## src/rtl/mac_sequencer.sv

```systemverilog
// mac_sequencer: job sequencer for a single MAC accumulator.
// Buffers up to DEPTH (data, weight) pairs and clears the MAC. It then
// streams the pairs one per cycle, captures the final sum, and presents it
// on a valid/ready result port. Arithmetic is unsigned and the MAC wraps.
module mac_sequencer #(
  parameter int DATA_W = 16,
  parameter int ACC_W  = 32,
  parameter int DEPTH  = 8,
  parameter int LEN_W  = 4
) (
  input  logic              clk,
  input  logic              reset,
  input  logic              start,
  input  logic [LEN_W-1:0]  len,
  input  logic              wr_valid,
  output logic              wr_ready,
  input  logic [DATA_W-1:0] wr_data,
  input  logic [DATA_W-1:0] wr_weight,
  output logic              mac_clr,
  output logic [DATA_W-1:0] mac_in_data,
  output logic [DATA_W-1:0] mac_weight,
  input  logic [ACC_W-1:0]  mac_out,
  output logic              res_valid,
  input  logic              res_ready,
  output logic [ACC_W-1:0]  res_data,
  output logic              busy
);

  localparam int               PTR_W   = (DEPTH > 1) ? $clog2(DEPTH) : 1;
  localparam logic [LEN_W-1:0] DEPTH_L = LEN_W'(DEPTH);
  localparam logic [LEN_W-1:0] ONE_L   = LEN_W'(1);

  typedef enum logic [2:0] {
    S_IDLE,
    S_LOAD,
    S_CLEAR,
    S_STREAM,
    S_SETTLE,
    S_RESULT
  } state_e;

  state_e state_q, state_d;

  // Job length and the load/stream counters. The counters are LEN_W wide so
  // they compare directly against len_q; their low bits index the buffer.
  logic [LEN_W-1:0] len_q, len_d;
  logic [LEN_W-1:0] wr_cnt_q, wr_cnt_d;
  logic [LEN_W-1:0] rd_cnt_q, rd_cnt_d;

  // Operand buffer, written during LOAD and read during STREAM.
  logic [DATA_W-1:0] data_mem_q   [DEPTH];
  logic [DATA_W-1:0] weight_mem_q [DEPTH];

  // Registered outputs toward the MAC and the result port.
  logic              mac_clr_q, mac_clr_d;
  logic [DATA_W-1:0] mac_in_data_q, mac_in_data_d;
  logic [DATA_W-1:0] mac_weight_q, mac_weight_d;
  logic              res_valid_q, res_valid_d;
  logic [ACC_W-1:0]  res_data_q, res_data_d;

  logic len_ok;
  logic wr_fire;

  assign len_ok   = (len != '0) && (len <= DEPTH_L);
  assign wr_ready = (state_q == S_LOAD);
  assign busy     = (state_q != S_IDLE);
  assign wr_fire  = wr_valid && wr_ready;

  // Next-state, counter and registered-output decode.
  always_comb begin
    state_d     = state_q;
    len_d       = len_q;
    wr_cnt_d    = wr_cnt_q;
    rd_cnt_d    = rd_cnt_q;
    res_valid_d = res_valid_q;
    res_data_d  = res_data_q;

    case (state_q)
      S_IDLE: begin
        if (start && len_ok) begin
          len_d    = len;
          wr_cnt_d = '0;
          state_d  = S_LOAD;
        end
      end
      S_LOAD: begin
        if (wr_fire) begin
          wr_cnt_d = wr_cnt_q + ONE_L;
          if (wr_cnt_q == len_q - ONE_L) begin
            state_d = S_CLEAR;
          end
        end
      end
      S_CLEAR: begin
        rd_cnt_d = '0;
        state_d  = S_STREAM;
      end
      S_STREAM: begin
        rd_cnt_d = rd_cnt_q + ONE_L;
        if (rd_cnt_q == len_q - ONE_L) begin
          state_d = S_SETTLE;
        end
      end
      S_SETTLE: begin
        // The final product landed at the last STREAM edge, so mac_out is complete here.
        res_data_d  = mac_out;
        res_valid_d = 1'b1;
        state_d     = S_RESULT;
      end
      S_RESULT: begin
        if (res_ready) begin
          res_valid_d = 1'b0;
          state_d     = S_IDLE;
        end
      end
      default: begin
        state_d = S_IDLE;
      end
    endcase

    // MAC-facing outputs are registered, so they are decoded from the state being
    // entered. That way they line up with the cycle the FSM spends in that state.
    mac_clr_d     = (state_d == S_CLEAR);
    mac_in_data_d = '0;
    mac_weight_d  = '0;
    if (state_d == S_STREAM) begin
      mac_in_data_d = data_mem_q[rd_cnt_d[PTR_W-1:0]];
      mac_weight_d  = weight_mem_q[rd_cnt_d[PTR_W-1:0]];
    end
  end

  // State, counters and registered outputs; reset aborts any job in flight.
  always_ff @(posedge clk) begin
    if (!reset) begin
      state_q       <= S_IDLE;
      len_q         <= '0;
      wr_cnt_q      <= '0;
      rd_cnt_q      <= '0;
      mac_clr_q     <= 1'b1;
      mac_in_data_q <= '0;
      mac_weight_q  <= '0;
      res_valid_q   <= 1'b0;
      res_data_q    <= '0;
    end else begin
      state_q       <= state_d;
      len_q         <= len_d;
      wr_cnt_q      <= wr_cnt_d;
      rd_cnt_q      <= rd_cnt_d;
      mac_clr_q     <= mac_clr_d;
      mac_in_data_q <= mac_in_data_d;
      mac_weight_q  <= mac_weight_d;
      res_valid_q   <= res_valid_d;
      res_data_q    <= res_data_d;
    end
  end

  // Operand buffer write port: one pair per load handshake, contents never reset.
  always_ff @(posedge clk) begin
    if (wr_fire) begin
      data_mem_q[wr_cnt_q[PTR_W-1:0]]   <= wr_data;
      weight_mem_q[wr_cnt_q[PTR_W-1:0]] <= wr_weight;
    end
  end

  assign mac_clr     = mac_clr_q;
  assign mac_in_data = mac_in_data_q;
  assign mac_weight  = mac_weight_q;
  assign res_valid   = res_valid_q;
  assign res_data    = res_data_q;

endmodule
```

## config.mk

```make
export PLATFORM = sky130hd
export DESIGN_NAME = mac_sequencer
export DESIGN_NICKNAME = d
export VERILOG_FILES = /design/src/rtl/mac_sequencer.sv
export SDC_FILE = /design/constraint.sdc
export NUM_CORES = 1
export LEC_CHECK = 0
export CAP_MARGIN = 20
export CORE_ASPECT_RATIO = 1.5
export CORE_UTILIZATION = 30
export DETAILED_ROUTE_END_ITERATION = 10
export PLACE_DENSITY = 0.6
export SYNTH_ARGS = -nofsm -noshare
export SYNTH_HDL_FRONTEND = slang
export SYNTH_SLANG_ARGS = --single-unit
```

## constraint.sdc

```tcl
create_clock -name clk -period 3.95 [get_ports clk]
set_input_delay 0.5925 -clock clk [delete_from_list [all_inputs] [get_ports clk]]
set_output_delay 0.5925 -clock clk [all_outputs]
set_load 0.05 [all_outputs]
```

### Yosys cells after proc, flatten, opt, wreduce, memory -nomap -nowiden

Memories as Yosys holds them, arrays and structs flattened. A register that Yosys moved wholly into a read port is not among the register bits.
Cells that the tools add are included.

| cells by class | value |
|---|---|
| magnitude comparators | 1 |
| mux-type cells | 14 |
| eq/ne operators | 12 |
| reduce and logical (&&, ||, !) cells | 15 |
| add/sub/neg operators | 3 |

Operators with widths:

| cell | count |
|---|---|
| 3-bit case mux with 6 select lines | 1 |
| 4-bit case mux with 2 select lines | 2 |
| 3-bit 2-to-1 mux | 5 |
| 3-bit by 2-bit equality test with 1-bit output (second input constant) | 4 |
| 4-bit by 1-bit adder with 4-bit output (second input constant) | 2 |
| 4-bit equality test | 2 |
| 4-bit 2-to-1 mux | 2 |
| 3-bit equality test (second input constant) | 2 |
| 2-bit AND reduction | 3 |
| 2-bit nonzero test | 3 |
| 4-bit <= comparator (second input constant) | 1 |
| 2-bit != test (second input constant) | 2 |
| 4-bit nonzero test | 1 |
| 4-bit by 1-bit subtractor with 4-bit output (second input constant) | 1 |
| 3-bit by 1-bit equality test with 1-bit output (second input constant) | 1 |
| 1-bit logical AND | 3 |
| 3-bit logical NOT | 1 |
| 1-bit 2-to-1 mux | 3 |
| 3-bit AND reduction | 1 |
| 3-bit nonzero test | 1 |
| 1-bit logical NOT | 2 |
| 2-bit by 1-bit != test with 1-bit output (second input constant) | 1 |
| 1-bit case mux with 2 select lines | 1 |

| word-level totals | value |
|---|---|
| output and inout bits | 68 |
| RAM bits | 256 |
| flip-flop bits (word level) | 49 |
| input port bits | 73 |
| logic and storage cells | 55 |
| memories | 2 |

Memory list:

| name | words | bits a word | read ports | clocked after memory_dff | wr ports | line | text |
|---|---|---|---|---|---|---|---|
| data_mem_q | 8 | 16 | 1 | 1 | 1 | 51 | `logic [DATA_W-1:0] data_mem_q [DEPTH];` |
| weight_mem_q | 8 | 16 | 1 | 1 | 1 | 52 | `logic [DATA_W-1:0] weight_mem_q [DEPTH];` |

### Logic depth before layout (Yosys ltp)

Gate-level depths: netlist (run 1).

| logic depth | value |
|---|---|
| word-level depth | 8 |
| mapped depth | 9 |
| mapped depth without buffers | 7 |

### Least setup slack after synthesis (run 1)

Ideal clock, no wire load.

| timing | value |
|---|---|
| path type | in2reg |
| from | input port wr_valid |
| to | memory data_mem_q[0][0] (enable) |
| data arrival time | 3.465 ns |
| data required time | 3.489 ns |
| library setup time | 0.461 ns |
| stages on the path | 3 |
| slack | 0.024 ns |
| cells stage by stage | nor4bb_1 nand2b_1 nor3_1 |

| on the way | value |
|---|---|
| cells in the longest elaborated chain, start to end | 3 |

Ends and longest elaborated chain:

| item | line | text |
|---|---|---|
| from (decl) | 15 | `input logic wr_valid,` |
| 1-bit logical AND | 67 | `assign wr_fire = wr_valid && wr_ready;` |
| 1-bit 2-to-1 mux | 159 | `if (wr_fire) begin` |
| 1-bit 2-to-1 mux (not written as such) | 160 | `data_mem_q[wr_cnt_q[PTR_W-1:0]] <= wr_data;` |
| to (decl) | 51 |  |

Every way passes these cells.

### Final worst setup path (run 1)

| timing | value |
|---|---|
| from | register state_q[0] |
| to | output port wr_ready |

| on the way | value |
|---|---|
| cells in the longest elaborated chain, start to end | 1 |

Ends and longest elaborated chain:

| item | line | text |
|---|---|---|
| from (decl) | 42 | `state_e state_q, state_d;` |
| from (signal assigned) | 145 | `state_q <= state_d;` |
| 3-bit by 1-bit equality test with 1-bit output | 65 | `assign wr_ready = (state_q == S_LOAD);` |
| to (decl) | 16 | `output logic wr_ready,` |

Every way passes these cells.

==> results of run 1 <==
[per-stage QoR]
stage	std cells	util, %	hold WS [ps]	power (uW)
final	1605	38.4	459	7090
after global routing	1605	38.4	483	7310
after CTS	1605	38.4	465	7180
after detailed placement	1545	35.8	457	4120
after global placement	1545	35.8	449	4120
after floorplan	880	-	496	3990
[sequential cells by signal (all words and copies together) (netlist names), 4 cells and up]
register      cells
data_mem_q      128
len_q             4
mac_in_data      16
mac_weight       16
rd_cnt_q          4
res_data         32
weight_mem_q    128
wr_cnt_q          4
[cells in the mapped netlist]
cell type	count
buf_2	12
nand2_1	207
nor2b_1	10
a21boi_1	3
edfxtp_1	256
a21oi_2	1
and2_1	1
xor2_1	6
or4b_1	1
and3_1	34
o21bai_1	1
or3_1	1
buf_6	4
dfxtp_1	81
a211oi_2	1
and4bb_1	1
buf_1	5
clkbuf_1	29
o21ai_0	1
ha_1	3
and4b_1	1
nand3b_1	1
mux2i_1	69
buf_4	4
a311o_1	1
o21ai_1	1
nor3_1	5
nor2_1	10
a32oi_1	64
xnor2_1	5
inv_1	5
a21boi_0	33
nand2b_1	5
nor3b_1	1
mux2_2	1
nor4bb_1	1
a21oi_1	4
o21a_1	2
and2b_4	1
nor3_2	1
or3b_1	1
xor3_1	1
nand3_1	5
[worst register-to-register path: stages, from the launching register on]
cell	delay (ps)
dfxtp_1	390
ha_1	250
and4bb_1	200
o21a_1	200
a211oi_4	800
buf_4	360
a32oi_1	160
and3_1	220
[cells in the final DEF, fill, tap and decap left out, types with 6 or more instances in the layout]
cell / n
edfxtp_1: 256
dfxtp_1: 81
clkbuf_1: 7
clkinv_1: 6
clkdlybuf4s50_1: 140
nor2b_1: 9
nand2_1: 207
and3_1: 34
nor2_4: 6
clkbuf_16: 35
a21boi_0: 33
buf_12: 7
mux2i_1: 68
a32oi_1: 64
xor2_1: 6
buf_4: 14
[worst paths after layout]
check	startpoint	endpoint	slack [ps]	cells past startpoint
worst max register to register	rd_cnt_q[0]	mac_weight[15]	1270	7
worst max-delay path	state_q[0]	wr_ready	930	2
worst min register to register	res_data[18]	res_data[18]	460	2
worst min-delay path	res_data[18]	res_data[18]	460	2
[area by class of cell]
cell class	instances	share of cell area [%]
clock inverter	16	0.726
clock buffer	44	5.86
tap	558	4.40
timing repair buffer	161	10.4
sequential	337	58.7
inverter	5	0.118
multi-input combinational	484	19.8
[routing by layer]
metal  track usage (%)  vias up  part of all wire [%]
met5                 0        -                     0
met4              4.74        0                   2.5
met2              24.8      187                    53
met1              15.1     3697                    39
met3              3.14       42                   5.4
li1                  -     3549                     -
[power groups by stage]
stage / clock network [uW] / registers [uW] / logic, uW
2_1_floorplan: 0 / 3910 / 71.2
3_3_place_gp: 0 / 3910 / 202
3_5_place_dp: 0 / 3920 / 206
4_1_cts: 3140 / 3840 / 207
5_1_grt: 3250 / 3840 / 221
6_report: 3050 / 3840 / 203
[cell families after synthesis]
logic type | count (synthesis) | synth area share, %
xor gates and xnor gates | 12 | 0.951
and+or+nand+nor | 287 | 10.1
buffers and inverters | 59 | 2.23
adders and majority gates | 3 | 0.297
AOI/OAI and AO/OA | 112 | 7.24
muxes | 70 | 5.56
DFF | 337 | 73.7
==> results.py, run 1 <==
metrics = {
    "critical_path": {
        "crit_slowest_cell": "clkdlybuf4s50_1",
        "critPathLaunchType": "flop",
        "crit_arrival_ps": 2420,
        "cp-end-kind": "primary output",
        "cp_num_buf_inv": 1,
        "crit_path_max_incr_delay_ps": 910,
        "path_cells": "nor3b_1 > clkdlybuf4s50_1",
        "critical_path_class": "flop to primary output",
        "cpLargestDelayFamily": "buffers and inverters",
        "path_max_fanout": 12,
        "crit_required_ps": 3360,
    },
    "cells_and_area": {
        "n_fill_cell": 3829,
        "antenna_cells": 0,
        "drive_above_1_share_pct": 8.12,
        "postLayoutCellArea_um2": 15900,
        "multi_input_area_um2": 3140,
        "syn_to_final_growth_pct": 25.5,
        "final-seq-area_um2": 9310,
        "finalNetCount": 1099,
    },
    "pwr": {
        "pwr_density_cell_nw_per_um2": 447,
        "p_sw_uw": 1430,
        "p_comb_share_pct": 2.9,
        "p_clk_share_pct": 43.0,
        "sequentialPowerShare_pct": 54.1,
        "swShare_pct": 20.1,
        "p_leak_uw": 0.00511,
        "vdd_drop_max_v": 0.000282,
        "p_int_uw": 5660,
    },
    "timing": {
        "finalMaxSlewViolations": 0,
        "tightest_slew_ps": 961,
        "min_period_over_period_pct": 76.3,
        "fmaxAchievable_ghz": 0.332,
        "final.setup_skew_ps": 9.50,
        "relSlewSlack_pct": 35.7,
        "hold_viol": 0,
        "grt_setup_unrepaired": "false",
        "fin_tns_setup_ps": 0,
        "fin_ws_ps": 935,
        "setup_viol": 0,
        "fin_crit_ps": 3020,
    },
    "job": {
        "maxCapViolations": 0,
    },
    "place": {
        "dp_hpwl_um": 17800,
        "placed_cell_area_um2": 14800,
        "gp_congestion": 0.723,
        "io_buffers": 140,
        "pre_cts_ws_ps": 785,
    },
    "clock_tree": {
        "numCtsBuffers": 34,
        "ctsLongestPathBuffers": 3,
        "cts_root_buf": "clkbuf_16",
        "clk_latency_ps": 510,
        "h-tree-depth": 2,
        "numClockSinks": 337,
        "cts_tree": "yes",
        "post_cts_buffers": 0,
        "ctsHoldBuffers": 0,
        "path_clk_slew_ps": 60,
        "cts-resized-gates": 0,
    },
    "floorplan": {
        "ios": 141,
        "num_rows": 91,
        "start_util_pct": 30.6,
        "core_um2": 41300,
        "die-area_um2": 43000,
        "die-width_um": 170,
        "dieHeight_um": 253,
    },
    "global_route": {
        "antenna_found_initial": 0,
        "grtUsageTotal_pct": 13.5,
        "grt_pass1_wl_um": 44200,
        "grt_overflow": 0,
        "grt_max_degree": 78,
        "grt_pass1_vias": 7739,
    },
    "routing": {
        "via_per_inst": 4.66,
        "drt_first_pass_iters": 5,
        "remaining_drc_errors": 0,
        "wl_per_cell_um": 17.7,
        "ant_nets": 0,
        "vias": 7475,
        "routed_wl_um": 28400,
        "drtIter0Drc": 462,
    },
    "logic_synthesis": {
        "synth_top_cell_area_share_pct": 60.8,
        "synthesis.nets": 956,
        "synth_warnings": 0,
        "syn_area_um2": 12600,
        "synth_cell_types": 43,
        "yosysTopAreaCell": "edfxtp_1",
        "ys_seq_elements": 337,
        "netlist_instances": 880,
        "avgSynthCellArea_um2": 14.4,
        "ys_seq_area_share_pct": 73.7,
        "synth_area_leaders": "edfxtp_1 (61%), dfxtp_1 (13%), nand2_1 (6.1%)",
    },
    "status": {
        "outcome": "complete, no violations",
    },
    "hold_path": {
        "min_path_type": "flop to flop",
    },
}
(Power assumes the default switching activity.)
==> run 2: changes to the inputs <==
PLACE_DENSITY = 0.58   (was 0.6)
clock period = 3.2 ns   (was 3.95 ns; I/O delays follow)
==> results.py, run 2 (same netlist as run 1, synthesis figures left out) <==
metrics = {
    "cells_and_area": {
        "n_fill_cell": 3843,
        "drive_above_1_share_pct": 9.26,
        "most-common-layout-cells": "edfxtp_1 (256), nand2_1 (207), clkdlybuf4s50_1 (140), dfxtp_1 (81), mux2i_1 (68)",
        "layout.cells.most_common": "edfxtp_1",
        "antenna_cells": 0,
        "postLayoutCellArea_um2": 16100,
        "fin_util_pct": 39.0,
        "syn_to_final_growth_pct": 27.6,
        "finalNetCount": 1107,
    },
    "floorplan": {
        "start_util_pct": 30.6,
        "die-area_um2": 43000,
        "num_rows": 91,
        "core_um2": 41300,
        "ios": 141,
        "dieHeight_um": 253,
        "die-width_um": 170,
    },
    "global_route": {
        "grt_pass1_wl_um": 45300,
        "grt_pass1_vias": 8041,
        "grtUsageTotal_pct": 13.9,
        "grt_overflow": 0,
        "grt_max_degree": 78,
        "antenna_found_initial": 1,
    },
    "hold_path": {
        "whs_path_depth": 2,
        "min-delay-start": "res_data[23]",
        "min_path_type": "flop to flop",
        "holdPathEnd": "res_data[23]",
    },
    "place": {
        "placed_cell_area_um2": 15000,
        "dp_hpwl_um": 17900,
        "gp_congestion": 0.764,
        "io_buffers": 140,
    },
    "clock_tree": {
        "cts-resized-gates": 0,
        "cts_tree": "yes",
        "numCtsBuffers": 35,
        "ctsHoldBuffers": 0,
        "ctsLongestPathBuffers": 3,
        "h-tree-depth": 2,
        "post_cts_buffers": 0,
        "path_clk_slew_ps": 60,
        "cts_root_buf": "clkbuf_16",
        "numClockSinks": 337,
        "clk_latency_ps": 530,
    },
    "timing": {
        "fin_crit_ps": 2990,
        "finalMaxSlewViolations": 0,
        "relSlewSlack_pct": 48.8,
        "whs_ps": 462,
        "tightest_slew_ps": 768,
        "fmaxAchievable_ghz": 0.334,
        "min_period_over_period_pct": 93.5,
        "setup_viol": 0,
        "hold_viol": 0,
        "grt_setup_unrepaired": "false",
        "final.setup_skew_ps": 16.7,
        "fin_tns_setup_ps": 0,
    },
    "critical_path": {
        "crit_arrival_ps": 2510,
        "reg2reg_depth": 8,
        "crit_slowest_cell": "clkdlybuf4s50_1",
        "rr_endpoint": "mac_weight[7]",
        "r2r_slack_ps": 580,
        "crit_required_ps": 2720,
        "path_max_fanout": 12,
        "path_cells": "nor3b_1 > clkdlybuf4s50_1",
        "critical_path_class": "flop to primary output",
        "r2r_start": "len_q[0]",
        "cpLargestDelayFamily": "buffers and inverters",
        "critPathLaunchType": "flop",
        "cp_num_buf_inv": 1,
        "cp-end-kind": "primary output",
        "crit_path_max_incr_delay_ps": 910,
    },
    "routing": {
        "ant_nets": 0,
        "drt_first_pass_iters": 4,
        "wl_per_cell_um": 18.2,
        "remaining_drc_errors": 0,
        "vias": 7577,
        "routed_wl_um": 29400,
        "via_per_inst": 4.69,
        "drtIter0Drc": 430,
    },
    "pwr": {
        "p_leak_uw": 0.00522,
        "vdd_drop_max_v": 0.000373,
        "pwr_density_cell_nw_per_um2": 564,
    },
    "status": {
        "outcome": "complete, no violations",
    },
    "job": {
        "maxCapViolations": 0,
    },
}
[run 2: cell types whose count changed in the layout (fill, tap and decap cells not counted), moves of 2 or more]
cell       previous run  this run
clkbuf_1              7        10
clkinv_2              3         5
nor3_2                3         1
clkinv_4              3         0
buf_12                7        14
bufinv_16             1         3
clkinv_1              6         2
nor3_4                0         2
inv_6                 1         3
[run 2: worst max path at each step]
| stage | startpoint | end | slack (ps) | cells past startpoint |
|---|---|---|---|---|
| floorplan | wr_valid | data_mem_q[7][0] | 200 | 3 |
| global placement | wr_valid | data_mem_q[1][15] | 530 | 6 |
| detailed placement | wr_valid | weight_mem_q[1][8] | 520 | 6 |
| CTS | state_q[0] | wr_ready | 120 | 2 |
| global route | state_q[0] | wr_ready | 130 | 2 |
| finish | state_q[0] | wr_ready | 210 | 2 |
[run 2: layout make-up]
type / instances / area (um^2) / share of cell area [%]
clock buffers: 48 / 966 / 5.99
clock inverters: 16 / 184 / 1.14
inverters: 5 / 18.8 / 0.116
multi-input cells: 484 / 3160 / 19.6
flip-flops and latches: 337 / 9310 / 57.7
well taps: 558 / 698 / 4.33
repair buffers: 168 / 1790 / 11.1
[run 2: routing by layer]
metal / GRT usage [%] / vias up / part of all wire, % / wire length, um
met5: 0 / - / 0.041 / 12
met4: 6.49 / 2 / 3.5 / 1040
met3: 3.05 / 68 / 5.2 / 1540
met2: 26.2 / 207 / 54 / 15800
met1: 14.5 / 3736 / 37 / 10900
li1: - / 3564 / - / -
[run 2: worst register-to-register path: stages (launching register included)]
cell	delay (ps)
dfxtp_1	430
inv_1	70
ha_1	330
xor2_1	180
nand3_1	100
or4b_1	510
and3_1	450
buf_12	290
and3_1	160
[run 2: power breakdown]
group	internal, uW	switching, uW
logic	132	127
registers	4720	14.1
clock network	2390	1700
[run 2: through the flow]
stage	total power, uW	instances	worst slack [ps]
6_report	9080	1616	208
5_1_grt	9360	1616	132
4_1_cts	9200	1616	124
3_5_place_dp	5100	1552	524
3_3_place_gp	5090	1552	528
2_1_floorplan	4920	880	201
